### config.mk
export PLATFORM = sky130hd
export DESIGN_NAME = pwm_fader
export DESIGN_NICKNAME = d
export VERILOG_FILES = /design/src/rtl/pwm_fader_pkg.sv /design/src/rtl/pwm_channel.sv /design/src/rtl/pwm_fader.sv
export SDC_FILE = /design/constraint.sdc
export NUM_CORES = 1
export LEC_CHECK = 0
export ABC_AREA = 1
export BUFFER_PORTS_ARGS = -buffer_cell sky130_fd_sc_hd__buf_2
export CAP_MARGIN = 0
export CORE_ASPECT_RATIO = 1.75
export CORE_UTILIZATION = 55
export CTS_BUF_LIST = sky130_fd_sc_hd__clkbuf_8
export CTS_CLUSTER_DIAMETER = 30
export CTS_CLUSTER_SIZE = 24
export DETAILED_ROUTE_END_ITERATION = 10
export GPL_TIMING_DRIVEN = 0
export PLACE_DENSITY = 0.74
export SLEW_MARGIN = 0
export SYNTH_ARGS = -nofsm -noshare
export SYNTH_HDL_FRONTEND = slang
export SYNTH_SLANG_ARGS = --single-unit
### constraint.sdc
create_clock -name clk -period 2.7 [get_ports clk]
set_input_delay 0 -clock clk [delete_from_list [all_inputs] [get_ports clk]]
set_output_delay 0 -clock clk [all_outputs]
set_load 0.05 [all_outputs]
### src/rtl/pwm_fader_pkg.sv
// Shared types for the PWM fader: configuration mode encoding, channel FSM
// states and a small index-width helper used for port sizing.
package pwm_fader_pkg;

   typedef enum logic [1:0] {
      MODE_OFF     = 2'd0,
      MODE_STATIC  = 2'd1,
      MODE_FADE    = 2'd2,
      MODE_BREATHE = 2'd3
   } fade_mode_e;

   typedef enum logic [1:0] {
      ST_IDLE      = 2'd0,
      ST_RAMP_UP   = 2'd1,
      ST_RAMP_DOWN = 2'd2
   } chan_state_e;

   // Bits needed to index n items, never fewer than one.
   function automatic int idx_width(input int n);
      if (n > 1) begin
         return $clog2(n);
      end else begin
         return 1;
      end
   endfunction

endpackage

### src/rtl/pwm_channel.sv
// One LED channel: mode FSM driving a working duty, a period-aligned active
// duty, and the registered PWM comparator against the shared period counter.
module pwm_channel
   import pwm_fader_pkg::*;
#(
   parameter int WIDTH = 8
) (
   input  logic             clk,
   input  logic             rst,
   input  logic             cfg_wr,
   input  fade_mode_e       cfg_mode,
   input  logic [WIDTH-1:0] cfg_level,
   input  logic             tick,
   input  logic             period_end,
   input  logic [WIDTH-1:0] cnt,
   output logic             led,
   output logic             busy
);

   chan_state_e      state_r, state_s;
   logic [WIDTH-1:0] duty_work_r, duty_work_s;
   logic [WIDTH-1:0] target_r, target_s;
   logic             breathe_r, breathe_s;
   logic [WIDTH-1:0] floor_s;
   logic [WIDTH-1:0] duty_active_r;
   logic             led_r;

   function automatic logic [WIDTH-1:0] sat_inc(input logic [WIDTH-1:0] v);
      if (v == {WIDTH{1'b1}}) begin
         return v;
      end else begin
         return v + WIDTH'(1);
      end
   endfunction

   function automatic logic [WIDTH-1:0] sat_dec(input logic [WIDTH-1:0] v);
      if (v == {WIDTH{1'b0}}) begin
         return v;
      end else begin
         return v - WIDTH'(1);
      end
   endfunction

   // Next-state logic: a configuration write always takes precedence over a step tick.
   always_comb begin
      state_s     = state_r;
      duty_work_s = duty_work_r;
      target_s    = target_r;
      breathe_s   = breathe_r;
      floor_s     = breathe_r ? {WIDTH{1'b0}} : target_r;
      if (cfg_wr) begin
         case (cfg_mode)
            MODE_OFF: begin
               duty_work_s = {WIDTH{1'b0}};
               target_s    = {WIDTH{1'b0}};
               breathe_s   = 1'b0;
               state_s     = ST_IDLE;
            end
            MODE_STATIC: begin
               duty_work_s = cfg_level;
               target_s    = cfg_level;
               breathe_s   = 1'b0;
               state_s     = ST_IDLE;
            end
            MODE_FADE: begin
               target_s  = cfg_level;
               breathe_s = 1'b0;
               if (cfg_level > duty_work_r) begin
                  state_s = ST_RAMP_UP;
               end else if (cfg_level < duty_work_r) begin
                  state_s = ST_RAMP_DOWN;
               end else begin
                  state_s = ST_IDLE;
               end
            end
            MODE_BREATHE: begin
               if (cfg_level == {WIDTH{1'b0}}) begin
                  duty_work_s = {WIDTH{1'b0}};
                  target_s    = {WIDTH{1'b0}};
                  breathe_s   = 1'b0;
                  state_s     = ST_IDLE;
               end else begin
                  target_s  = cfg_level;
                  breathe_s = 1'b1;
                  state_s   = (duty_work_r < cfg_level) ? ST_RAMP_UP : ST_RAMP_DOWN;
               end
            end
            default: begin
               duty_work_s = {WIDTH{1'b0}};
               breathe_s   = 1'b0;
               state_s     = ST_IDLE;
            end
         endcase
      end else if (tick) begin
         case (state_r)
            ST_RAMP_UP: begin
               if (duty_work_r < target_r) begin
                  duty_work_s = sat_inc(duty_work_r);
               end else begin
                  duty_work_s = duty_work_r;
               end
               if (duty_work_s >= target_r) begin
                  state_s = breathe_r ? ST_RAMP_DOWN : ST_IDLE;
               end else begin
                  state_s = ST_RAMP_UP;
               end
            end
            // Breathing descends to zero; a plain fade stops at its target.
            ST_RAMP_DOWN: begin
               if (duty_work_r > floor_s) begin
                  duty_work_s = sat_dec(duty_work_r);
               end else begin
                  duty_work_s = duty_work_r;
               end
               if (duty_work_s <= floor_s) begin
                  state_s = breathe_r ? ST_RAMP_UP : ST_IDLE;
               end else begin
                  state_s = ST_RAMP_DOWN;
               end
            end
            ST_IDLE: begin
               state_s = ST_IDLE;
            end
            default: begin
               state_s = ST_IDLE;
            end
         endcase
      end else begin
         state_s = state_r;
      end
   end

   // Channel state register.
   always_ff @(posedge clk or posedge rst) begin
      if (rst) begin
         state_r     <= ST_IDLE;
         duty_work_r <= {WIDTH{1'b0}};
         target_r    <= {WIDTH{1'b0}};
         breathe_r   <= 1'b0;
      end else begin
         state_r     <= state_s;
         duty_work_r <= duty_work_s;
         target_r    <= target_s;
         breathe_r   <= breathe_s;
      end
   end

   // Active duty changes only at the period wrap so a PWM period is never cut short.
   always_ff @(posedge clk or posedge rst) begin
      if (rst) begin
         duty_active_r <= {WIDTH{1'b0}};
         led_r         <= 1'b0;
      end else begin
         if (period_end) begin
            duty_active_r <= duty_work_r;
         end else begin
            duty_active_r <= duty_active_r;
         end
         led_r <= (cnt < duty_active_r);
      end
   end

   assign led  = led_r;
   assign busy = (state_r != ST_IDLE);

endmodule

### src/rtl/pwm_fader.sv
// Multi-channel LED PWM fader: shared period counter and fade prescaler,
// single-entry configuration handshake, one pwm_channel per LED.
module pwm_fader
   import pwm_fader_pkg::*;
#(
   parameter int CHANNELS = 3,
   parameter int WIDTH    = 8,
   parameter int PRESCALE = 16
) (
   input  logic                             clk,
   input  logic                             rst,
   input  logic                             cfg_valid,
   output logic                             cfg_ready,
   input  logic [idx_width(CHANNELS)-1:0]   cfg_chan,
   input  logic [1:0]                       cfg_mode,
   input  logic [WIDTH-1:0]                 cfg_level,
   output logic [CHANNELS-1:0]              led,
   output logic                             busy
);

   localparam int PRE_W = idx_width(PRESCALE);

   logic [WIDTH-1:0]    cnt_r;
   logic [PRE_W-1:0]    pre_r;
   logic                cfg_ready_r;
   logic                tick_s;
   logic                period_end_s;
   logic                xfer_s;
   logic [CHANNELS-1:0] wr_s;
   logic [CHANNELS-1:0] led_s;
   logic [CHANNELS-1:0] busy_s;

   assign tick_s       = (pre_r == PRE_W'(PRESCALE - 1));
   assign period_end_s = (cnt_r == {WIDTH{1'b1}});
   assign xfer_s       = cfg_valid && cfg_ready_r;

   // Free-running PWM period counter shared by every channel.
   always_ff @(posedge clk or posedge rst) begin
      if (rst) begin
         cnt_r <= {WIDTH{1'b0}};
      end else begin
         cnt_r <= cnt_r + WIDTH'(1);
      end
   end

   // Fade-step prescaler; tick_s marks its last count.
   always_ff @(posedge clk or posedge rst) begin
      if (rst) begin
         pre_r <= {PRE_W{1'b0}};
      end else if (tick_s) begin
         pre_r <= {PRE_W{1'b0}};
      end else begin
         pre_r <= pre_r + PRE_W'(1);
      end
   end

   // Ready drops for exactly the cycle after each accepted request.
   always_ff @(posedge clk or posedge rst) begin
      if (rst) begin
         cfg_ready_r <= 1'b0;
      end else begin
         cfg_ready_r <= !xfer_s;
      end
   end

   // Decode the write strobe; out-of-range channel indices select nobody.
   always_comb begin
      wr_s = {CHANNELS{1'b0}};
      for (int i = 0; i < CHANNELS; i++) begin
         if (xfer_s && (int'(cfg_chan) == i)) begin
            wr_s[i] = 1'b1;
         end else begin
            wr_s[i] = 1'b0;
         end
      end
   end

   for (genvar i = 0; i < CHANNELS; i++) begin : g_chan
      pwm_channel #(
         .WIDTH(WIDTH)
      ) u_chan (
         .clk       (clk),
         .rst       (rst),
         .cfg_wr    (wr_s[i]),
         .cfg_mode  (fade_mode_e'(cfg_mode)),
         .cfg_level (cfg_level),
         .tick      (tick_s),
         .period_end(period_end_s),
         .cnt       (cnt_r),
         .led       (led_s[i]),
         .busy      (busy_s[i])
      );
   end

   assign cfg_ready = cfg_ready_r;
   assign led       = led_s;
   assign busy      = |busy_s;

endmodule

==> key figures <==
Route
  • WL/cell: 18.70 µm
  • Drt first pass iters: 7
  • Final WL: 35070 µm
  • DR DRC count: 0
  • Vias: 10990
  • ANT nets after route: 0
  • DR vias/cell: 5.859
  • DRT iter0 DRCs: 842

Clocking
  • H-tree depth: 3
  • Clk buf depth: 2
  • Clk root buf: clkbuf_8
  • CTS tree: yes
  • # clock sinks: 97
  • Clk Latency, worst-skew pair: 410 ps
  • Reg clk slew, reported paths: 120 ps
  • CTS Buf Count: 9

GRT
  • Initial antenna violation count: 1
  • Grt peak-use layer: met2
  • Largest net degree at the start of global routing: 65
  • Routing usage on met3: 4.357%
  • Vias in the first global route: 10550
  • Global-route met2 utilization: 62.81%
  • First-pass GRT wire length: 52270 µm
  • GRT Util Overall: 35.41%
  • GR Overflow Total: 0
  • Grt met1 use: 38.14%

Synth
  • Post-synthesis cell count: 1534
  • Area fraction of the dominant cell type after synthesis: 23.75%
  • Number of synthesized register bits: 97
  • Distinct cells, synth: 40
  • Synth top cells by count: 474 x nand2_1, 179 x inv_1, 175 x nand3_1
  • Synth area leaders: dfrtp_1 24%, ha_1 20%, nand2_1 17%
  • EDFF count, synth: 0
  • Syn Std Cell Area: 10220 µm²
  • Cell taking the most area after synthesis: dfrtp_1
  • Register area share after synthesis: 23.75%
  • Mapped Nets: 1712
  • Ys flop type: dfrtp_1
  • Ys Warns: 0
  • Count leader, synth: nand2_1
  • Ys async rst share: 100.0%
  • Synth Area per Inst: 6.663 µm²

STA
  • Final number of hold-violating endpoints: 0
  • Slew headroom: 61.59%
  • Layout Skew: 17.76 ps
  • Post-layout min period: 2978 ps
  • Final setup margin: -278.3 ps
  • Final Max Tran Viols: 0
  • Final worst-path cycle share: 110.3%
  • Setup violators final: 6
  • FMAX: 335.8 MHz
  • Worst-margin pin slew: 576.1 ps
  • Unrepaired setup endpoints after global routing: true

Floorplanning
  • Initial core utilization: 56.36%
  • Die height: 182.3 µm
  • Die Wd: 105.1 µm
  • Full die area: 19150 µm²
  • IO Pins: 20
  • Core area: 18140 µm²
  • Row count: 65

Run status
  • Failing checks: negative setup slack
  • Status: finished, violations left

Layout
  • Fin cells: 1875
  • Diode count: 0
  • Fraction of layout cells with a size suffix above 1: 25.47%
  • Fill cells: 1484
  • Design Area, Final: 12720 µm²
  • Final core area utilization: 70.16%
  • Final #Nets: 1814
  • Area growth, synth to finish: 24.50%

Worst setup path
  • Crit. End Element: flip-flop
  • Crit path DAT: 3320 ps
  • Worst Setup Path Type: flip-flop to flip-flop
  • Reg2reg path depth: 19
  • CP max FO: 8
  • Required time of the critical path: 3040 ps
  • Crit start category: flip-flop

Placed design
  • Placed cell areas: 10640 µm²
  • Placed Cells: 1788
  • DPL Wire Length: 24210 µm
  • Routability congestion estimate: 0.9632
  • Number of port buffers: 19

Run
  • Max-cap check violation count: 0

Worst hold path
  • HP Class: primary input to flip-flop
  • Worst hold stages: 4
-- cells in the final DEF (no fill, tap or decap), types with 14 or more instances in the layout --
cell       n
nand3_1  159
dfrtp_2   20
inv_2     25
ha_1     131
o21ai_0   73
a21oi_2   15
nand2_4   37
dfrtp_1   77
buf_4     62
nor2_1    73
nand4_1   16
ha_4      29
a21oi_1   83
nor2_4    14
nor2_2    19
nand3_2   15
nand2_2   59
nand2_1  394
inv_1    161
buf_2     31
-- per-layer routing --
| layer | vias to the layer above | part of all wire [%] |
|---|---|---|
| li1 | 5219 | - |
| met1 | 5103 | 36 |
| met2 | 483 | 49 |
| met3 | 179 | 6.3 |
| met4 | 2 | 8.4 |
| met5 | - | 0.043 |
-- cell families (layout without fill, tap and decap cells) --
group,Yosys count,count (layout),share of synthesized area [%]
and+or+nand+nor,823,826,35.21
buffers and inverters,237,341,9.414
AOI/OAI and AO/OA,202,202,10.65
adders and majority gates,163,163,19.95
DFF,97,97,23.75
xor gates and xnor gates,12,12,1.028
-- area by class of cell --
type	instances	area, µm²	area share (%)
clock inverters	7	86.33	0.6785
plain buffers	38	229.0	1.799
inverters	199	802.0	6.303
well taps	234	292.8	2.301
flip-flops and latches	97	2452	19.27
multi-input cells	1203	8029	63.10
repair buffers	88	709.4	5.575
clock buffers	9	123.9	0.9735
-- timing repair --
action                                 CTS  global route
hold buffers                             2             0
gates resized for setup                147           166
cloned                                   3             0
pin swaps                               40            69
setup endpoints to repair                6             6
buffers inserted                        45            21
endpoints found under the hold margin   34             0
-- state kept, by name, summed over array words and instances (netlist names) --
register,cells
g_chan.u_chan.duty_active_r,24
pre_r,4
cnt_r,8
g_chan.u_chan.duty_work_r,24
g_chan.u_chan.breathe_r,3
g_chan.u_chan.led,3
cfg_ready,1
g_chan.u_chan.state_r,6
g_chan.u_chan.target_r,24
-- path summary, 6_finish.rpt --
kind,from,to,slack (ps)
max,g_chan[1].u_chan.breathe_r,g_chan[1].u_chan.state_r[1],-280
min,cfg_chan[0],g_chan[0].u_chan.breathe_r,20
max reg2reg,g_chan[1].u_chan.breathe_r,g_chan[1].u_chan.state_r[1],-280
min reg2reg,g_chan[0].u_chan.duty_active_r[0],g_chan[0].u_chan.duty_active_r[0],500
max in group asynchronous,rst,g_chan[2].u_chan.target_r[7],1810
min in group asynchronous,rst,cnt_r[5],160
-- metrics by stage --
stage	TNS [ps]	hold slack [ps]	worst slack [ps]
finish	-1360	22.42	-278.3
global route	-2161	40.48	-420.3
CTS	-266.2	25.32	-83.15
detailed placement	-3249	56.65	-614.4
global placement	-107920	211.8	-1098
floorplan	0	108.0	20.35
-- critical path, cell delays in order (launching register included) --
cell,delay (ps)
dfrtp_2,480
clkinv_8,130
nand2_2,80
ha_1,290
nand2_2,90
nor2_4,130
nand4_4,180
nand2_8,210
nand2_4,70
nand2_1,80
inv_1,70
ha_4,270
nand2_1,60
nor2_2,120
nand2_1,110
nand3_2,110
nand3_2,110
nand2_2,130
nand2_1,60
a21oi_1,130
Power is not shown: default switching activity piles up to over one toggle a cycle in this logic, so the estimate is an artifact.
